### src/rtl/i2c_pkg.sv
// ---------------------------------------------------------------------------
// i2c_pkg
// Shared types and constants for the I2C request arbiter slice.
//   ctrl_t           : 8-bit control byte handed from a requester to the master
//   arb_state_e      : arbiter FSM state encoding
//   RST_CODE_DEFAULT : default code driven on reset_register during recovery
//   CTRL_NONE        : control/reset byte meaning "nothing"
//   WDOG_W           : width of the master-done watchdog / recovery counter
// ---------------------------------------------------------------------------
package i2c_pkg;

    typedef logic [7:0] ctrl_t;

    typedef enum logic [1:0] {
        ST_IDLE    = 2'd0,
        ST_GRANT   = 2'd1,
        ST_BUSY    = 2'd2,
        ST_RECOVER = 2'd3
    } arb_state_e;

    localparam ctrl_t       RST_CODE_DEFAULT = 8'hCC;
    localparam ctrl_t       CTRL_NONE        = 8'h00;
    localparam int unsigned WDOG_W           = 16;

endpackage

### src/rtl/i2c_rr_arb2.sv
// ---------------------------------------------------------------------------
// i2c_rr_arb2
// Two-way round-robin picker with a one-bit priority pointer.
//   clk  : system clock, rising edge
//   rst_ : asynchronous active-low reset (pointer favours req0 afterwards)
//   req  : request vector, bit N = requester N
//   take : the current pick is being consumed this cycle; advance pointer
//   any  : at least one request present
//   pick : index of the winning requester (0 when nothing is requested)
// ---------------------------------------------------------------------------
module i2c_rr_arb2 (
    input  logic       clk,
    input  logic       rst_,
    input  logic [1:0] req,
    input  logic       take,
    output logic       any,
    output logic       pick
);

    // Requester favoured on a tie: the one that was not served last.
    logic prio_q;
    logic prio_d;

    always_comb begin
        any = req[0] | req[1];
        if (req[0] && req[1]) begin
            pick = prio_q;
        end else begin
            pick = req[1];
        end
        prio_d = prio_q;
        if (take && any) begin
            prio_d = ~pick;
        end
    end

    always_ff @(posedge clk or negedge rst_) begin
        if (!rst_) begin
            prio_q <= 1'b0;
        end else begin
            prio_q <= prio_d;
        end
    end

endmodule

### src/rtl/i2c_req_arbiter.sv
// ---------------------------------------------------------------------------
// i2c_req_arbiter
// Arbitrates two transaction requesters onto a single I2C master FSM.
// IDLE -> GRANT (ready pulse, ctrl captured) -> BUSY (master selected)
// -> IDLE with a done pulse. With I2C_ARB_TIMEOUT_EN defined, a watchdog
// in BUSY moves a hung transaction to RECOVER, which drives RST_CODE on
// reset_register for RECOVER_CYCLES cycles and then reports done with error.
// Without I2C_ARB_TIMEOUT_EN, BUSY waits for master_done indefinitely and
// reset_register is tied to 8'h00.
//
// Ports:
//   clk, rst_                : clock, asynchronous active-low reset
//   reqN_valid / reqN_ctrl   : requester N pending flag and control byte
//   reqN_ready               : one-cycle accept pulse (ctrl sampled then)
//   reqN_done, done_err      : one-cycle completion pulse and its error flag
//   master_done, master_err  : completion pulse / error from the I2C master
//   fsm_select_              : active-low select of the master FSM
//   control_reg              : control byte presented to the master
//   reset_register           : reset code to the master, 8'h00 = no reset
// ---------------------------------------------------------------------------
module i2c_req_arbiter
    import i2c_pkg::*;
#(
    parameter int unsigned TIMEOUT_CYCLES = 4096,
    parameter int unsigned RECOVER_CYCLES = 16,
    parameter ctrl_t       RST_CODE       = RST_CODE_DEFAULT
) (
    input  logic       clk,
    input  logic       rst_,
    input  logic       req0_valid,
    input  logic [7:0] req0_ctrl,
    output logic       req0_ready,
    output logic       req0_done,
    input  logic       req1_valid,
    input  logic [7:0] req1_ctrl,
    output logic       req1_ready,
    output logic       req1_done,
    output logic       done_err,
    input  logic       master_done,
    input  logic       master_err,
    output logic       fsm_select_,
    output logic [7:0] control_reg,
    output logic [7:0] reset_register
);

    // Parameter range guards, evaluated at elaboration.
    if (TIMEOUT_CYCLES < 1 || TIMEOUT_CYCLES > 65535) begin : g_bad_timeout
        $error("i2c_req_arbiter: TIMEOUT_CYCLES out of range 1..65535");
    end
    if (RECOVER_CYCLES < 1 || RECOVER_CYCLES > 255) begin : g_bad_recover
        $error("i2c_req_arbiter: RECOVER_CYCLES out of range 1..255");
    end
    // A zero code would be indistinguishable from "no reset".
    if (RST_CODE == CTRL_NONE) begin : g_bad_rst_code
        $error("i2c_req_arbiter: RST_CODE must be non-zero");
    end

    arb_state_e state_q, state_d;
    logic       gnt_idx_q, gnt_idx_d;       // requester owning the current transaction
    ctrl_t      control_reg_q, control_reg_d;
    logic       req0_done_q, req0_done_d;
    logic       req1_done_q, req1_done_d;
    logic       done_err_q, done_err_d;

    logic       arb_any;
    logic       arb_pick;
    logic       arb_take;

    // The pointer only moves when a grant is actually issued from IDLE,
    // so a request held across done competes fairly as a new one.
    assign arb_take = (state_q == ST_IDLE);

    i2c_rr_arb2 u_rr (
        .clk  (clk),
        .rst_ (rst_),
        .req  ({req1_valid, req0_valid}),
        .take (arb_take),
        .any  (arb_any),
        .pick (arb_pick)
    );

`ifdef I2C_ARB_TIMEOUT_EN
    // One counter serves both as BUSY watchdog and RECOVER length counter;
    // it is cleared on entry to each of those states.
    logic [WDOG_W-1:0] wdog_q, wdog_d;
    logic              wdog_expired;
    logic              recover_last;

    assign wdog_expired = (wdog_q == WDOG_W'(TIMEOUT_CYCLES - 1));
    assign recover_last = (wdog_q == WDOG_W'(RECOVER_CYCLES - 1));
`endif

    always_comb begin
        state_d       = state_q;
        gnt_idx_d     = gnt_idx_q;
        control_reg_d = control_reg_q;
        req0_done_d   = 1'b0;
        req1_done_d   = 1'b0;
        done_err_d    = 1'b0;
`ifdef I2C_ARB_TIMEOUT_EN
        wdog_d        = wdog_q;
`endif
        unique case (state_q)
            ST_IDLE: begin
                if (arb_any) begin
                    state_d   = ST_GRANT;
                    gnt_idx_d = arb_pick;
                end
            end
            ST_GRANT: begin
                control_reg_d = gnt_idx_q ? req1_ctrl : req0_ctrl;
                state_d       = ST_BUSY;
`ifdef I2C_ARB_TIMEOUT_EN
                wdog_d        = '0;
`endif
            end
            ST_BUSY: begin
                // master_done takes precedence over an expiring watchdog.
                if (master_done) begin
                    req0_done_d   = ~gnt_idx_q;
                    req1_done_d   = gnt_idx_q;
                    done_err_d    = master_err;
                    control_reg_d = CTRL_NONE;
                    state_d       = ST_IDLE;
                end
`ifdef I2C_ARB_TIMEOUT_EN
                else if (wdog_expired) begin
                    control_reg_d = CTRL_NONE;
                    wdog_d        = '0;
                    state_d       = ST_RECOVER;
                end else if (wdog_q != '1) begin
                    wdog_d = wdog_q + 1'b1;
                end
`endif
            end
            ST_RECOVER: begin
`ifdef I2C_ARB_TIMEOUT_EN
                if (recover_last) begin
                    req0_done_d = ~gnt_idx_q;
                    req1_done_d = gnt_idx_q;
                    done_err_d  = 1'b1;
                    state_d     = ST_IDLE;
                end else begin
                    wdog_d = wdog_q + 1'b1;
                end
`else
                // Unreachable in this build; fall back to IDLE.
                state_d = ST_IDLE;
`endif
            end
            default: begin
                state_d = ST_IDLE;
            end
        endcase
    end

    always_ff @(posedge clk or negedge rst_) begin
        if (!rst_) begin
            state_q       <= ST_IDLE;
            gnt_idx_q     <= 1'b0;
            control_reg_q <= CTRL_NONE;
            req0_done_q   <= 1'b0;
            req1_done_q   <= 1'b0;
            done_err_q    <= 1'b0;
        end else begin
            state_q       <= state_d;
            gnt_idx_q     <= gnt_idx_d;
            control_reg_q <= control_reg_d;
            req0_done_q   <= req0_done_d;
            req1_done_q   <= req1_done_d;
            done_err_q    <= done_err_d;
        end
    end

`ifdef I2C_ARB_TIMEOUT_EN
    always_ff @(posedge clk or negedge rst_) begin
        if (!rst_) begin
            wdog_q <= '0;
        end else begin
            wdog_q <= wdog_d;
        end
    end

    assign reset_register = (state_q == ST_RECOVER) ? RST_CODE : CTRL_NONE;
`else
    assign reset_register = CTRL_NONE;
`endif

    assign req0_ready  = (state_q == ST_GRANT) && !gnt_idx_q;
    assign req1_ready  = (state_q == ST_GRANT) &&  gnt_idx_q;
    assign req0_done   = req0_done_q;
    assign req1_done   = req1_done_q;
    assign done_err    = done_err_q;
    assign fsm_select_ = (state_q != ST_BUSY);
    assign control_reg = control_reg_q;

endmodule

### config.mk
export PLATFORM = sky130hd
export DESIGN_NAME = i2c_req_arbiter
export DESIGN_NICKNAME = d
export VERILOG_FILES = /design/src/rtl/i2c_pkg.sv /design/src/rtl/i2c_rr_arb2.sv /design/src/rtl/i2c_req_arbiter.sv
export SDC_FILE = /design/constraint.sdc
export NUM_CORES = 1
export LEC_CHECK = 0
export ABC_AREA = 1
export CAP_MARGIN = 20
export CORE_ASPECT_RATIO = 0.75
export CORE_MARGIN = 5
export CORE_UTILIZATION = 39
export DETAILED_ROUTE_END_ITERATION = 10
export GPL_ROUTABILITY_DRIVEN = 1
export PLACE_DENSITY = 0.85
export REMOVE_ABC_BUFFERS = 1
export SYNTH_ARGS = -nofsm -noshare
export SYNTH_HDL_FRONTEND = slang
export SYNTH_SLANG_ARGS = --single-unit
### constraint.sdc
create_clock -name clk -period 1.95 [get_ports clk]
set_input_delay 0.4875 -clock clk [delete_from_list [all_inputs] [get_ports clk]]
set_output_delay 0.4875 -clock clk [all_outputs]
set_load 0.01 [all_outputs]
==> Yosys cells after proc, flatten, opt, wreduce, memory -nomap -nowiden <==
Index checks and enable logic that the tools add are counted.
{ "word_totals": {"ramBits": 0, "out_inout_bits": 22, "latch_bits": 0, "ff_bits": 15, "mem_bits_ro": 0, "inputBits": 22, "elab_cells": 39, "memories": 0} }
{ "op_classes": {"mux": 13, "n_shift": 0, "div": 0, "n_eq_ne": 6, "multipliers": 0, "addsub": 0, "bitwise": 3, "reduce_logical": 10, "magnitude_cmp": 0} }
{ "op_table": {"columns": ["op", "n"], "rows": [
  ["$mux 8", 2],
  ["$pmux 8 s2", 1],
  ["$pmux 2 s4", 1],
  ["$mux 1", 7],
  ["$ne 2x2->1 const B", 3],
  ["$reduce_and 2->1", 3],
  ["$eq 2x2->1 const B", 2],
  ["$logic_and 1x1->1", 4],
  ["$mux 2", 2],
  ["$eq 2x1->1 const B", 1],
  ["$logic_not 2->1", 1],
  ["$not 1->1", 2],
  ["$reduce_bool 2->1", 1],
  ["$logic_not 1->1", 1],
  ["$or 1x1->1", 1]
]} }

==> Logic depth before layout (Yosys ltp) <==
{ "depth": {"word_depth": 3, "ltp_mapped": 6, "depth_no_buf": 5} }

==> Modules after synthesis <==
A second synthesis with hierarchy kept.
{ "hier_totals": {"cells_unflattened": 86, "hier_area_um2": 750.7} }
{ "modules_own_cells": {"columns": ["mod", "seq_area_each_um2", "cells_per_inst", "area_each_um2", "n_inst"], "rows": [
  ["i2c_req_arbiter", 350.3, 78, 691.9, 1],
  ["i2c_rr_arb2", 25.0, 8, 58.8, 1]
]} }

==> Least setup slack after synthesis <==
OpenSTA, ideal clock, no wires.
{ "synth_path": {"path_type": "reg-to-output", "from": "reg state_q[1]", "to": "out req0_ready", "path_stages_with_launch": 4, "arrival_ns": 0.756, "setup_slack_ns": 0.706, "required_ns": 1.462, "n_path_buf": 0, "path_cell_list": "dfrtp_1 > inv_2 > nand2_4 > nor2_2"} }
{ "synth_between": {"elab_chain_len": 2} }
{ "synth_rtl": {"columns": ["element", "line_no", "source"], "rows": [
  ["from (decl)", "i2c_req_arbiter.sv:58", "arb_state_e state_q, state_d;"],
  ["from (signal assigned)", "i2c_req_arbiter.sv:166", "state_q <= state_d;"],
  ["$eq 2x1->1", "i2c_req_arbiter.sv:189", "assign req0_ready = (state_q == ST_GRANT) && !gnt_idx_q;"],
  ["$logic_and 1x1->1", "i2c_req_arbiter.sv:189", null],
  ["to (decl)", "i2c_req_arbiter.sv:32", "output logic req0_ready,"]
]} }
No other way between the ends.

==> Worst setup path in the final report <==
Same ends and word-level chain as after synthesis.

==> impl_metrics.tcl <==
set metrics [dict create \
    cts_buffer_depth 2 \
    path_delay_family "flip-flops" \
    gp_congestion 0.814 \
    ys_seq_area_share_pct 51.0 \
    synthesis.area_um2 736 \
    crit_path_start "state_q[1]$_DFFE_PN0P_" \
    clock_sinks 15 \
    drc 0 \
    drtAntennaViolNets 0 \
    place_hpwl_mm 1.50 \
    hold_path_class "flop to flop" \
    layout.nets 149 \
    min_path_cells 2 \
    area_delta_synth_final_pct 50.3 \
    min_period_over_period_pct 90.6 \
    final_cell_mix "clkdlybuf4s50_1, nand2_1, nand3_1" \
    min-delay-start "u_rr.prio_q$_DFFE_PN0P_" \
    vias_per_cell 4.58 \
    status "finished, final reports clean" \
    yosysWarnings 0 \
    finalHoldViolations 0 \
    slew_violations 0 \
    cts_root_buffer "clkbuf_4" \
    ir_drop_mv 0.756 \
    regArea_um2 375 \
    fmax_ghz 0.566 \
    crit_path_max_incr_delay_ns 0.43 \
    clkTransAtPathRegs_ns 0.08 \
    yosysTopAreaCellShare_pct 51.0 \
    syn_inst 87 \
    r2r-start "state_q[1]$_DFFE_PN0P_" \
    n_fill_cell 166 \
    grt_usage_pct 13.7 \
    start_util_pct 41.9 \
    startpoint_type "flop" \
    vias 678 \
    min_period_ns 1.77 \
    path_max_fanout 12 \
    numCtsBuffers 3 \
    cts_tree "yes" \
    io_pins 44 \
    grt_pass1_vias 647 \
    setup_violations 0 \
    syn_area_per_cell_um2 8.46 \
    wl_mm 1.76 \
    synthTopCellsByArea "dfrtp_1, nand2_1, nand3_1" \
    core_mm2 0.00176 \
    cts_setup_buffers 0 \
    ys_ff_latch 15 \
    finClkSkew_ns 0.000836 \
    yosysTopAreaCell "dfrtp_1" \
    crit_type "flop to primary output" \
    die_area_mm2 0.00286 \
    dr.pass1.iters 4 \
    multi_input_area_um2 285 \
    port_buffers 35 \
    required_ns 1.46 \
    grt_pass1_wl_mm 2.82 \
    yosys.cell_types.count 15 \
    reg2reg_slack_ns 0.86 \
    grt_max_degree 16 \
    gr-total-overflow 0 \
    setup_tns_ns 0 \
    dieWidth_um 60.2 \
    cp-end-kind "primary output" \
    crit_chain "inv_2 > nand2_4 > nor2_2 > dlygate4sd2_1" \
    detailedRoute.firstIterationViolations 12 \
    cpMaxStageDelayCell "dfrtp_1" \
    layout_commonest_cell "clkdlybuf4s50_1" \
    drv_cap 0 \
    arrival_ns 1.28 \
    p_per_area_mw_per_mm2 1250 \
    die_y_um 47.6 \
    drive_gt1_share_pct 9.52 \
    largest_reg_flops 8 \
    r2r-end "control_reg[6]$_DFFE_PN0P_" \
    clk-insertion-delay-late_ns 0.28 \
    total_power_mw 1.38 \
    h-tree-depth 1 \
    cts_hold_buf 0 \
    r2r_cells 6 \
    grt_setup_unrepaired "no" \
    antenna_found_initial 0 \
    p_leak_nw 0.545 \
    rows 13 \
    min_to "u_rr.prio_q$_DFFE_PN0P_" \
    diodes 0 \
    cp.buffers_inverters 2 \
    wl_per_cell_um 11.9 \
]
worst register-to-register path, stage by stage, from the launching register on:
cell and delay, ns:
dfrtp_1 0.42, inv_2 0.06, nand2_4 0.14, nor2_2 0.05, buf_4 0.15, nand2_1 0.06, nand3_1 0.08
per-stage QoR:
stage | cells | utilization, % | setup slack (ns) | area [µm²] | hold WS (ns)
6_report | 148 | 63.0 | 0.184 | 1110 | 0.496
5_1_grt | 148 | 63.0 | 0.0756 | 1110 | 0.519
2_1_floorplan | 84 | - | 0.667 | 683 | 0.192
3_5_place_dp | 144 | 61.7 | 0.203 | 1080 | 0.485
4_1_cts | 148 | 63.0 | 0.167 | 1110 | 0.503
3_3_place_gp | 144 | 61.7 | 0.235 | 1080 | 0.473
final cells by class:
| type | instances | share of cell area [%] |
|---|---|---|
| clock buffer | 4 | 2.38 |
| inverter | 6 | 2.04 |
| multi-input combinational | 63 | 25.8 |
| sequential | 15 | 33.9 |
| tap | 22 | 2.49 |
| timing repair buffer | 38 | 33.4 |
power by group:
group,leakage [nW],switching (mW),internal (mW)
logic,0.337,0.354,0.331
registers,0.192,0.0881,0.435
clock network,0.0150,0.0930,0.0794
total,0.545,0.535,0.846
logic make-up (layout without fill, tap and decap cells):
logic type             Yosys count  count (layout)  share of synthesized area, %
and+or+nand+nor                 51              51                          32.0
buffers and inverters           16              48                          13.8
AOI/OAI and AO/OA                4               4                          2.72
other                            1               8                         0.510
DFF                             15              15                          51.0
how the worst max path moves through the flow:
stage	endpoint	slack, ns	depth (start not counted)
floorplan	req0_ready	0.67	3
global placement	req0_ready	0.24	4
detailed placement	req0_ready	0.20	4
CTS	req0_ready	0.17	4
global route	req0_ready	0.08	4
finish	req0_ready	0.18	4
cells in the mapped netlist (all sizes together):
cell type,instances
nand2,28
nand3,17
dfrtp,15
buf,10
inv,6
nor2,6
o21ai,3
a21oi,1
conb,1
what timing repair did:
item / CTS / global route
endpoints found under the setup margin: 3 / 0
hold endpoints to repair: 0 / 0
resized for setup: 3 / 0
routing by layer:
layer | share of wire, % | wire (µm) | GRT usage [%]
met5 | 0 | 0 | 0
met4 | 0.91 | 16 | 2.65
met3 | 13 | 223 | 6.47
met2 | 48 | 848 | 23.3
met1 | 38 | 675 | 16.1
Power figures use the tool's default switching activity.
